[src/rtl/bird_pkg.sv]
// Shared types and screen constants for the bird motion engines.
// Positions are fixed-point with FIXED_POINT_SHIFT fractional bits.
package bird_pkg;

    typedef enum logic [1:0] {
        READY_ST   = 2'd0,
        FLIGHT_ST  = 2'd1,
        MOVE_ST    = 2'd2,
        STOPPED_ST = 2'd3
    } state_t;

    localparam int FIXED_POINT_SHIFT = 6;
    localparam int SCREEN_W          = 640;
    localparam int SCREEN_H          = 480;

    // Arithmetic shift floors toward -inf so off-screen-left positions stay negative.
    function automatic logic signed [31:0] to_pixel(input logic signed [31:0] pos);
        return pos >>> FIXED_POINT_SHIFT;
    endfunction

endpackage

[src/rtl/bird_flight.sv]
// Per-bird projectile engine: launch on shoot, one fixed-point step per frame, freeze on hit/exit, re-arm after a hold.
// Position updates appear two cycles after startOfFrame; inputs are pulses and are never queued or stalled.
module bird_flight
    import bird_pkg::*;
#(
    parameter int INITIAL_X       = 80,
    parameter int INITIAL_Y       = 360,
    parameter int INITIAL_X_SPEED = 120,
    parameter int INITIAL_Y_SPEED = -250,
    parameter int GRAVITY         = 8,
    parameter int MAX_Y_SPEED     = 400,
    parameter int HOLD_FRAMES     = 60
) (
    input  logic        clk,
    input  logic        resetN,
    input  logic        shoot,
    input  logic        startOfFrame,
    input  logic        collision,
    output logic [10:0] topLeftX,
    output logic [10:0] topLeftY,
    output logic        in_flight,
    output logic        bird_done
);

    localparam logic signed [31:0] X_INIT    = 32'(INITIAL_X <<< FIXED_POINT_SHIFT);
    localparam logic signed [31:0] Y_INIT    = 32'(INITIAL_Y <<< FIXED_POINT_SHIFT);
    localparam logic signed [31:0] X_SPD0    = 32'(INITIAL_X_SPEED);
    localparam logic signed [31:0] Y_SPD0    = 32'(INITIAL_Y_SPEED);
    localparam logic signed [31:0] GRAV      = 32'(GRAVITY);
    localparam logic signed [31:0] Y_SPD_MAX = 32'(MAX_Y_SPEED);
    localparam logic signed [31:0] X_LIMIT   = 32'(SCREEN_W - 1);
    localparam logic signed [31:0] Y_LIMIT   = 32'(SCREEN_H - 1);
    localparam logic [15:0]        HOLD_LAST = 16'(HOLD_FRAMES - 1);

    state_t             state_q, state_d;
    logic signed [31:0] xpos_q, xpos_d;
    logic signed [31:0] ypos_q, ypos_d;
    logic signed [31:0] xspd_q, xspd_d;
    logic signed [31:0] yspd_q, yspd_d;
    logic               hit_q, hit_d;
    logic [15:0]        hold_cnt_q, hold_cnt_d;
    logic               done_q, done_d;

    logic signed [31:0] xpos_new, ypos_new, yspd_inc;
    logic signed [31:0] new_px, new_py;
    logic               off_screen;

    always_comb begin
        xpos_new   = xpos_q + xspd_q;
        ypos_new   = ypos_q + yspd_q;
        yspd_inc   = yspd_q + GRAV;
        new_px     = to_pixel(xpos_new);
        new_py     = to_pixel(ypos_new);
        // Leaving through the top is allowed; the bird can arc back into view.
        off_screen = (new_px < 0) || (new_px > X_LIMIT) || (new_py > Y_LIMIT);
    end

    always_comb begin
        state_d    = state_q;
        xpos_d     = xpos_q;
        ypos_d     = ypos_q;
        xspd_d     = xspd_q;
        yspd_d     = yspd_q;
        hit_d      = hit_q;
        hold_cnt_d = hold_cnt_q;
        done_d     = 1'b0;

        unique case (state_q)
            READY_ST: begin
                xpos_d = X_INIT;
                ypos_d = Y_INIT;
                if (shoot) begin
                    xspd_d  = X_SPD0;
                    yspd_d  = Y_SPD0;
                    hit_d   = 1'b0;
                    state_d = FLIGHT_ST;
                end
            end
            FLIGHT_ST: begin
                if (collision) hit_d = 1'b1;
                if (startOfFrame) begin
                    // A hit in the same cycle as the frame tick still wins over the move.
                    if (hit_q || collision) begin
                        xspd_d  = '0;
                        yspd_d  = '0;
                        hit_d   = 1'b0;
                        state_d = STOPPED_ST;
                    end else begin
                        state_d = MOVE_ST;
                    end
                end
            end
            MOVE_ST: begin
                xpos_d = xpos_new;
                ypos_d = ypos_new;
                yspd_d = (yspd_inc > Y_SPD_MAX) ? Y_SPD_MAX : yspd_inc;
                hit_d  = hit_q | collision;
                if (off_screen) begin
                    xspd_d  = '0;
                    yspd_d  = '0;
                    hit_d   = 1'b0;
                    state_d = STOPPED_ST;
                end else begin
                    state_d = FLIGHT_ST;
                end
            end
            STOPPED_ST: begin
                if (startOfFrame) begin
                    if (hold_cnt_q == HOLD_LAST) begin
                        hold_cnt_d = '0;
                        xpos_d     = X_INIT;
                        ypos_d     = Y_INIT;
                        done_d     = 1'b1;
                        state_d    = READY_ST;
                    end else begin
                        hold_cnt_d = hold_cnt_q + 16'd1;
                    end
                end
            end
            default: state_d = READY_ST;
        endcase
    end

    always_ff @(posedge clk or negedge resetN) begin
        if (!resetN) begin
            state_q    <= READY_ST;
            xpos_q     <= X_INIT;
            ypos_q     <= Y_INIT;
            xspd_q     <= '0;
            yspd_q     <= '0;
            hit_q      <= 1'b0;
            hold_cnt_q <= '0;
            done_q     <= 1'b0;
        end else begin
            state_q    <= state_d;
            xpos_q     <= xpos_d;
            ypos_q     <= ypos_d;
            xspd_q     <= xspd_d;
            yspd_q     <= yspd_d;
            hit_q      <= hit_d;
            hold_cnt_q <= hold_cnt_d;
            done_q     <= done_d;
        end
    end

    assign topLeftX  = 11'(to_pixel(xpos_q));
    assign topLeftY  = 11'(to_pixel(ypos_q));
    assign in_flight = (state_q == FLIGHT_ST) || (state_q == MOVE_ST);
    assign bird_done = done_q;

endmodule
[config.mk]
export PLATFORM = sky130hd
export DESIGN_NAME = bird_flight
export DESIGN_NICKNAME = d
export VERILOG_FILES = /design/src/rtl/bird_pkg.sv /design/src/rtl/bird_flight.sv
export SDC_FILE = /design/constraint.sdc
export NUM_CORES = 1
export LEC_CHECK = 0
export ABC_AREA = 1
export CORE_MARGIN = 1
export CORE_UTILIZATION = 63
export DETAILED_ROUTE_END_ITERATION = 7
export GPL_TIMING_DRIVEN = 0
export PLACE_DENSITY = 0.81
export RECOVER_POWER = 25
export SLEW_MARGIN = 5
export SYNTH_ARGS = -nofsm -noshare
export SYNTH_HDL_FRONTEND = slang
export SYNTH_SLANG_ARGS = --single-unit
[constraint.sdc]
create_clock -name clk -period 3.4 [get_ports clk]
set_input_delay 1.02 -clock clk [delete_from_list [all_inputs] [get_ports clk]]
set_output_delay 1.02 -clock clk [all_outputs]
set_load 0.03 [all_outputs]
; ---- After elaboration in Yosys (flattened, before gate mapping)
; Cells that the tools add are included.
[totals]
reg_bits = 148
output_inout_bits = 24
[op_classes]
n_addsub = 4
magnitude_cmp = 4
eq_ne = 10
muxes = 32
n_bitwise = 1
reduce_logical = 13
[op_table]
columns = operator, count
row1 = $pmux 32 s3, 4
row2 = $mux 32, 11
row3 = $add 32x32->32, 2
row4 = $add 32x5->32 const B, 1
row5 = $gt 32x10->1 const B, 1
row6 = $gt 26x10->1 const B, 1
row7 = $gt 26x11->1 const B, 1
row8 = $lt 26x1->1 const B, 1
row9 = $add 16x1->16 const B, 1
row10 = $eq 16x6->1 const B, 1
row11 = $mux 16, 1
row12 = $ne 2x2->1 const B, 6
row13 = $mux 2, 5
row14 = $mux 1, 9
row15 = $pmux 2 s4, 1
row16 = $reduce_and 4->1, 2
row17 = $reduce_bool 3->1, 2
row18 = $reduce_and 5->1, 1
row19 = $eq 2x2->1 const B, 2
row20 = $logic_or 1x1->1, 4
row21 = $reduce_and 2->1, 2
row22 = $pmux 1 s3, 1
row23 = $reduce_and 3->1, 1
row24 = $eq 2x1->1 const B, 1
row25 = 2 further kinds, 2

; ---- Depth between registers and ports, before layout
; Gate-level depths: netlist (run 1).
[depth]
ltp_word = 6
mapped_depth = 22
depth_no_buf = 21

; ---- Worst setup path before layout (run 1)
; No wires, ideal clock.
[synth_path]
kind = register to register
from = register xspd_q[5]
to = register yspd_q[19]
setup_ns = 0.066
arrival_ns = 2.598
t_required_ns = 3.334
path_slack_ns = 0.736
stages_incl_launch_ff = 17
n_path_buf = 1
period_less_slack_ns = 2.664
path_cell_list = dfrtp_1 ha_1 inv_1 fa_1 o21ai_2 nand2_2 nor2_1 xor2_1 nand3_1 nor2_1 nand4_1 nor2_4 buf_6 nand4_1 nand2_1 nand2_1 nand2_1
[synth_via]
elab_chain_len = 6
[synth_rtl]
columns = element, line_no
row1 = "start, declared", bird_flight.sv:38  ; logic signed [31:0] xspd_q, xspd_d;
row2 = "start signal, assigned", bird_flight.sv:138  ; xspd_q <= xspd_d;
row3 = $add 32x32->32 *, bird_flight.sv:49  ; xpos_new = xpos_q + xspd_q;
row4 = $lt 26x1->1 or $gt 26x11->1 (tied branches), bird_flight.sv:55  ; off_screen = (new_px < 0) || (new_px > X_LIMIT) || (new_py > Y_LIMIT);
row5 = $logic_or 1x1->1 * (2 in series), bird_flight.sv:55
row6 = $mux 32 *, bird_flight.sv:98  ; if (off_screen) begin
row7 = $pmux 32 s3 *, bird_flight.sv:68  ; unique case (state_q)
row8 = "end signal, assigned", bird_flight.sv:139  ; yspd_q <= yspd_d;
row9 = "end, declared", bird_flight.sv:39  ; logic signed [31:0] yspd_q, yspd_d;
; Every way passes the cells marked *; elsewhere a longest branch is shown, timed or not.
; A chain may end at the register's enable or synchronous reset.

; ---- Worst setup path in the final report (run 1)
[layout_path]
from = register xspd_q[5]
to = register xspd_q[5]
[layout_via]
elab_chain_len = 6
[layout_rtl]
columns = element, line_no
row1 = $add 32x32->32 *, bird_flight.sv:49
row2 = $lt 26x1->1 or $gt 26x11->1 (tied branches), bird_flight.sv:55
row3 = $logic_or 1x1->1 * (2 in series), bird_flight.sv:55
row4 = $ne 2x2->1 (no line) *, --
row5 = $reduce_and 5->1 (no line) *, --
; Marks and branches as above.

==> out/qor.txt, run 1 <==
status: finished, violations left
failing checks: capacitance limit, slew limit
first-pass GRT wire length: 41100 µm
worst slew pin tran: 1.89 ns
Syn. warnings: 0
post-DR vias/cell: 5.59
Root Driver: clkbuf_16
# IOs: 29
Clk Latency, worst-skew pair: 0.37 ns
post-synthesis cell area: 0.00915 mm²
Final setup viols: 0
cts hold-fix bufs: 0
class of the worst hold path: flop to flop
Post-Syn Area per Cell: 6.40 µm²
gr usage total: 35.6%
CTS clk-pin slew, worst paths: 0.08 ns
detailed placer's ending HPWL: 19900 µm
Critical Path, Cell by Cell: ha_1, inv_1, fa_1, o21ai_4, nand2_2, nor2_4, nand3_1, nand2_1, nand3_1, nor2_1, nand4_1, nor2_4, buf_12, nand3_1, nand2_1, o21ai_0
deepest clock path buffer count: 2
CTS sink cnt: 111
Residual DRC: 0
# rows: 43
Port Buf Inserts: 28
Synth Instances: 1431
Critical Setup Path Class: flop to flop
Fin Clk Skew: 0.0181 ns
commonest non-fill, non-tap cells in the layout: nand2_1 (470), inv_1 (220), nor2_1 (139), dfrtp_1 (104), nand3_1 (88)
vias: 9265
routed length per instance: 15.5 µm
Max H-tree Level: 3
number of global-route vias before repair: 8604
Lkg Pwr: 5.23 nW
max frequency: 0.311 GHz
CP dominant cell by count: nand3_1
sequential share of the synthesized area: 30.4%
Netlist cell types: 43
DR iter-0 viols: 775
WP data required: 3.64 ns
TNS Setup: 0 ns
Storage cell area: 0.00279 mm²
commonest non-fill, non-tap cell in the layout: nand2_1
Crit Path Max Fanout: 6
Final nets: 1521
DRT antenna net count: 0
FF+latch count, synth: 111
DRT Pass-1 Iters: 5
Worst EP arrival: 3.46 ns
Max Cap Viol: 1
Worst setup EP type: flop
fillers: 1249
Final min period: 3.21 ns
final-report hold violation count: 0
initial antenna violation count: 0
Tot Pwr: 9.69 mW
unrepaired setup endpoints after global routing: no
layout cell share with drive strength beyond 1: 5.07%
CTS Buf Count: 9
Initial Util: 65.2%
DRT Wirelength: 25700 µm
Die Width: 123 µm
n_diodes: 0
Cell Pwr Density: 967 mW/mm²
Mapped Nets: 1479
Peak VDD IR: 0.569 mV
CP startpoint kind: flop
largest net degree at the start of global routing: 80
Syn-to-layout area delta: 9.47%
Tcrit/Tclk final: 94.4%
relative slew slack: -25.8%
remaining global-route overflow: 0
Multi-input gate area: 0.00527 mm²
Die H: 123 µm
Core Box Area: 0.0140 mm²
CTS tree: yes
die area: 0.0150 mm²
GPL Wtd Cong: 0.999
Max stage delay cell, worst path: fa_1
fin. max-slew vios: 33
crit-path max cell delay: 0.44 ns
==> cell usage after synthesis, drive strengths merged <==
library cell	n	share of area (%)
nor3	37	2.0
nand3b	7	0.57
a21oi	63	3.4
a211oi	1	0.082
o22ai	18	1.2
a22oi	2	0.16
nor2	143	6.0
nor4	1	0.068
dfstp	6	1.7
a31oi	2	0.14
and2	5	0.34
and3	1	0.068
buf	35	2.7
conb	1	0.041
o221ai	1	0.096
a22o	9	0.86
o21a	2	0.16
clkbuf	16	0.66
ha	41	5.6
nor3b	1	0.082
o21ai	42	2.3
a2bb2oi	1	0.096
xnor2	19	1.8
nand3	88	4.8
or2	4	0.27
a21o	3	0.25
fa	2	0.44
o211ai	2	0.16
dfrtp	105	29
nand2	472	19
inv	220	9.0
o21bai	2	0.16
a21boi	3	0.25
nand4	45	3.1
xor2	31	3.0
==> layout make-up <==
| class | instances | share of cell area, % |
|---|---|---|
| well taps | 180 | 2.25 |
| clock inverters | 5 | 0.425 |
| multi-input cells | 1049 | 52.6 |
| clock buffers | 11 | 2.32 |
| repair buffers | 31 | 3.28 |
| inverters | 220 | 8.24 |
| plain buffers | 51 | 3.10 |
| flip-flops and latches | 111 | 27.8 |
==> critical path: cells and delay by family (launching register included) <==
kind	cells	cell delay, ns
flip-flops	1	0.43
AND/OR/NAND/NOR	10	1.42
adder cells (fa/ha/maj)	2	0.67
buffers and inverters	2	0.21
AO/OA/AOI/OAI	2	0.36
==> metal layers <==
layer  track usage (%)  wire (µm)  share of wire [%]  vias up
met1              43.2      10900                 42     4214
met3              5.90       1510                5.9       88
met4              19.2       1210                4.7        0
met5                 0          0                  0        -
met2              60.4      12100                 47      351
li1                  -          -                  -     4612
==> path summary, 6_finish.rpt <==
check / endpoint / cells past startpoint / startpoint / slack (ns)
hold reg to reg: hit_q / 2 / hit_q / 0.48
min in group asynchronous: xpos_q[29] / 1 / resetN / 1.15
setup / recovery: xspd_q[5] / 16 / xspd_q[5] / 0.19
hold / removal: hit_q / 2 / hit_q / 0.48
max in group asynchronous: ypos_q[14] / 2 / resetN / 1.05
setup reg to reg: xspd_q[5] / 16 / xspd_q[5] / 0.19
==> sequential cells by signal, summed over array words and instances (netlist names) <==
| signal | flops |
|---|---|
| ypos_q | 31 |
| yspd_q | 30 |
| xspd_q | 1 |
| hold_cnt_q | 16 |
| state_q | 2 |
| xpos_q | 29 |
| bird_done | 1 |
| hit_q | 1 |
==> timing repair <==
action / in CTS / in global routing
pin swaps: 1 / 1
endpoints found under the setup margin: 27 / 49
buffers inserted: 2 / 0
gates resized for setup: 0 / 10
==> through the flow <==
stage | setup slack, ns | utilization [%] | instances | hold slack, ns | instance area [µm²]
after floorplan | 0.736 | - | 1431 | 0.450 | 9150
after global placement | -3.01 | 68.8 | 1639 | 0.466 | 9660
after detailed placement | -0.329 | 69.0 | 1640 | 0.470 | 9690
after CTS | 0.0348 | 71.1 | 1658 | 0.489 | 9990
after global routing | 0.0127 | 71.4 | 1658 | 0.510 | 10000
final | 0.189 | 71.4 | 1658 | 0.484 | 10000
==> kinds of logic (layout without fill, tap and decap cells) <==
logic type      after synthesis  after routing  share of synthesized area (%)
xor+xnor                     50             50                           4.87
buf+inv                     271            318                           12.4
flops                       111            111                           30.4
other cells                   1              1                         0.0410
compound gates              151            151                           9.43
simple gates                804            804                           36.8
fa+ha+maj                    43             43                           6.04
==> report_power, final <==
| part | internal, mW | switching [mW] | total, mW |
|---|---|---|---|
| combinational | 2.13 | 4.24 | 6.36 |
| sequential | 1.73 | 0.551 | 2.28 |
| clock | 0.507 | 0.535 | 1.04 |
No activity file was read; power rests on OpenSTA's default activity.
==> run 2, diff against run 1 <==
- HOLD_SLACK_MARGIN: not set -> 0.12
- TNS_END_PERCENT: not set -> 1
==> results of run 2 <==
Same layout as run 1: the final DEF is identical, and so are final timing and power.
==> run 3, diff against run 2 <==
- CORE_ASPECT_RATIO: not set -> 1.25
==> run 3 against run 2 <==
  * The run still ends with capacitance limit, slew limit left
  * Global-route usage increased by 0.21 points
  * First-iteration DRC count fell by 26%
  * Utilization is 0.51 points higher
  * Largest power group unchanged
==> out/qor.txt, run 3 (synthesis results as in run 1) <==
Final min period: 3.23 ns
final-report hold violation count: 0
worst slack, placed: -0.281 ns
unrepaired setup endpoints after global routing: no
CTS clk-pin slew, worst paths: 0.08 ns
Clk Latency, worst-skew pair: 0.37 ns
Tcrit/Tclk final: 95.0%
largest net degree at the start of global routing: 70
# rows: 48
Max H-tree Level: 3
CP startpoint kind: input pin
initial antenna violation count: 0
die area: 0.0150 mm²
first-pass GRT wire length: 41200 µm
Final nets: 1520
routed length per instance: 15.5 µm
vias: 9247
placed cell count: 1635
gr usage total: 35.8%
remaining global-route overflow: 0
commonest non-fill, non-tap cell in the layout: nand2_1
WP data required: 3.69 ns
hold depth: 2
worst reg-to-reg path cell count: 15
Lkg Pwr: 5.25 nW
status: finished, violations left
top flop regs: ypos_q: 31 flops, yspd_q: 30 flops, xpos_q: 29 flops
Crit Path Max Fanout: 10
deepest clock path buffer count: 2
n_diodes: 0
Cell Pwr Density: 971 mW/mm²
final worst setup slack: 0.171 ns
Die H: 137 µm
TNS Setup: 0 ns
# IOs: 29
max reg flops: 31
Post-Layout Cell Count: 1652
commonest non-fill, non-tap cells in the layout: nand2_1 (470), inv_1 (220), nor2_1 (140), dfrtp_1 (102), nand3_1 (88)
failing checks: capacitance limit, slew limit
Worst EP arrival: 3.51 ns
CTS tree: yes
fin. max-slew vios: 43
detailed placer's ending HPWL: 20200 µm
Die Width: 110 µm
layout cell share with drive strength beyond 1: 5.28%
Port Buf Inserts: 28
number of global-route vias before repair: 8617
Fin Clk Skew: 0.0127 ns
GPL Wtd Cong: 1.04
Final setup viols: 0
worst slew pin tran: 2.12 ns
Worst setup EP type: flop
Syn-to-layout area delta: 9.87%
post-DR vias/cell: 5.60
DRT antenna net count: 0
class of the worst hold path: flop to flop
Max Cap Viol: 1
CTS Buf Count: 9
DRT Pass-1 Iters: 6
relative slew slack: -41.4%
Core Box Area: 0.0140 mm²
max frequency: 0.310 GHz
Root Driver: clkbuf_16
DRT Wirelength: 25500 µm
Critical Setup Path Class: input pin to flop
cts hold-fix bufs: 0
Residual DRC: 0
Peak VDD IR: 0.770 mV
DR iter-0 viols: 571
CTS sink cnt: 111
Initial Util: 65.4%
most flop-heavy register: ypos_q
## run 3: cell types whose count changed in the layout (fill, tap and decap cells not counted), moves of 2 or more
cell        before  now
clkbuf_1        19   16
clkinvlp_4       3    0
clkinv_4         0    2
dfrtp_1        104  102
dfrtp_2          1    3
ha_1            41   39
ha_4             0    2
## run 3: final cells by class
class	instances	area (µm²)
inverters	220	826
clock buffers	10	239
multi-input cells	1049	5280
clock inverters	6	61.3
fillers	1261	3940
well taps	175	219
flip-flops and latches	111	2790
plain buffers	51	310
repair buffers	30	328
## run 3: path summary, 6_finish.rpt
path	from	end	slack [ns]
min	ypos_q[5]	ypos_q[5]	0.50
max in group asynchronous	resetN	yspd_q[9]	0.56
min in group asynchronous	resetN	ypos_q[1]	1.45
min reg2reg	ypos_q[5]	ypos_q[5]	0.50
max	startOfFrame	xpos_q[11]	0.17
max reg2reg	xspd_q[5]	yspd_q[4]	0.23
## run 3: critical path: stages
cell             delay [ns]
clkdlybuf4s50_1        0.52
nand4_1                0.14
nand2_1                0.08
inv_1                  0.07
nor2_1                 0.82
clkbuf_1               0.50
o21ai_0                0.18
o22ai_1                0.17
## run 3: power breakdown
group | total (mW) | switching (mW) | internal (mW) | leakage (nW)
Sequential | 2.32 | 0.581 | 1.73 | 1.40
Clock | 1.10 | 0.564 | 0.537 | 0.149
Combinational | 6.35 | 4.20 | 2.15 | 3.71
## run 3: layer usage
| metal | track usage [%] | up-vias | wire (µm) |
|---|---|---|---|
| met5 | 0 | - | 0 |
| met4 | 18.8 | 0 | 1290 |
| met3 | 6.48 | 89 | 1800 |
| met2 | 59.5 | 328 | 12000 |
| met1 | 43.9 | 4205 | 10500 |
| li1 | - | 4625 | - |
## run 3: metrics by stage
step | hold WS [ns] | power, mW | instance area [µm²] | util [%]
global placement | 0.470 | 8.33 | 9650 | 69.0
detailed placement | 0.477 | 8.44 | 9680 | 69.2
floorplan | 0.450 | 6.67 | 9150 | -
global route | 0.530 | 10.6 | 10100 | 71.9
finish | 0.502 | 9.77 | 10100 | 71.9
CTS | 0.501 | 9.57 | 9980 | 71.3
## run 3: timing repair
| action | CTS | global route |
|---|---|---|
| setup buffers | 0 | 1 |
| endpoints found under the setup margin | 0 | 38 |
| resized for setup | 0 | 12 |
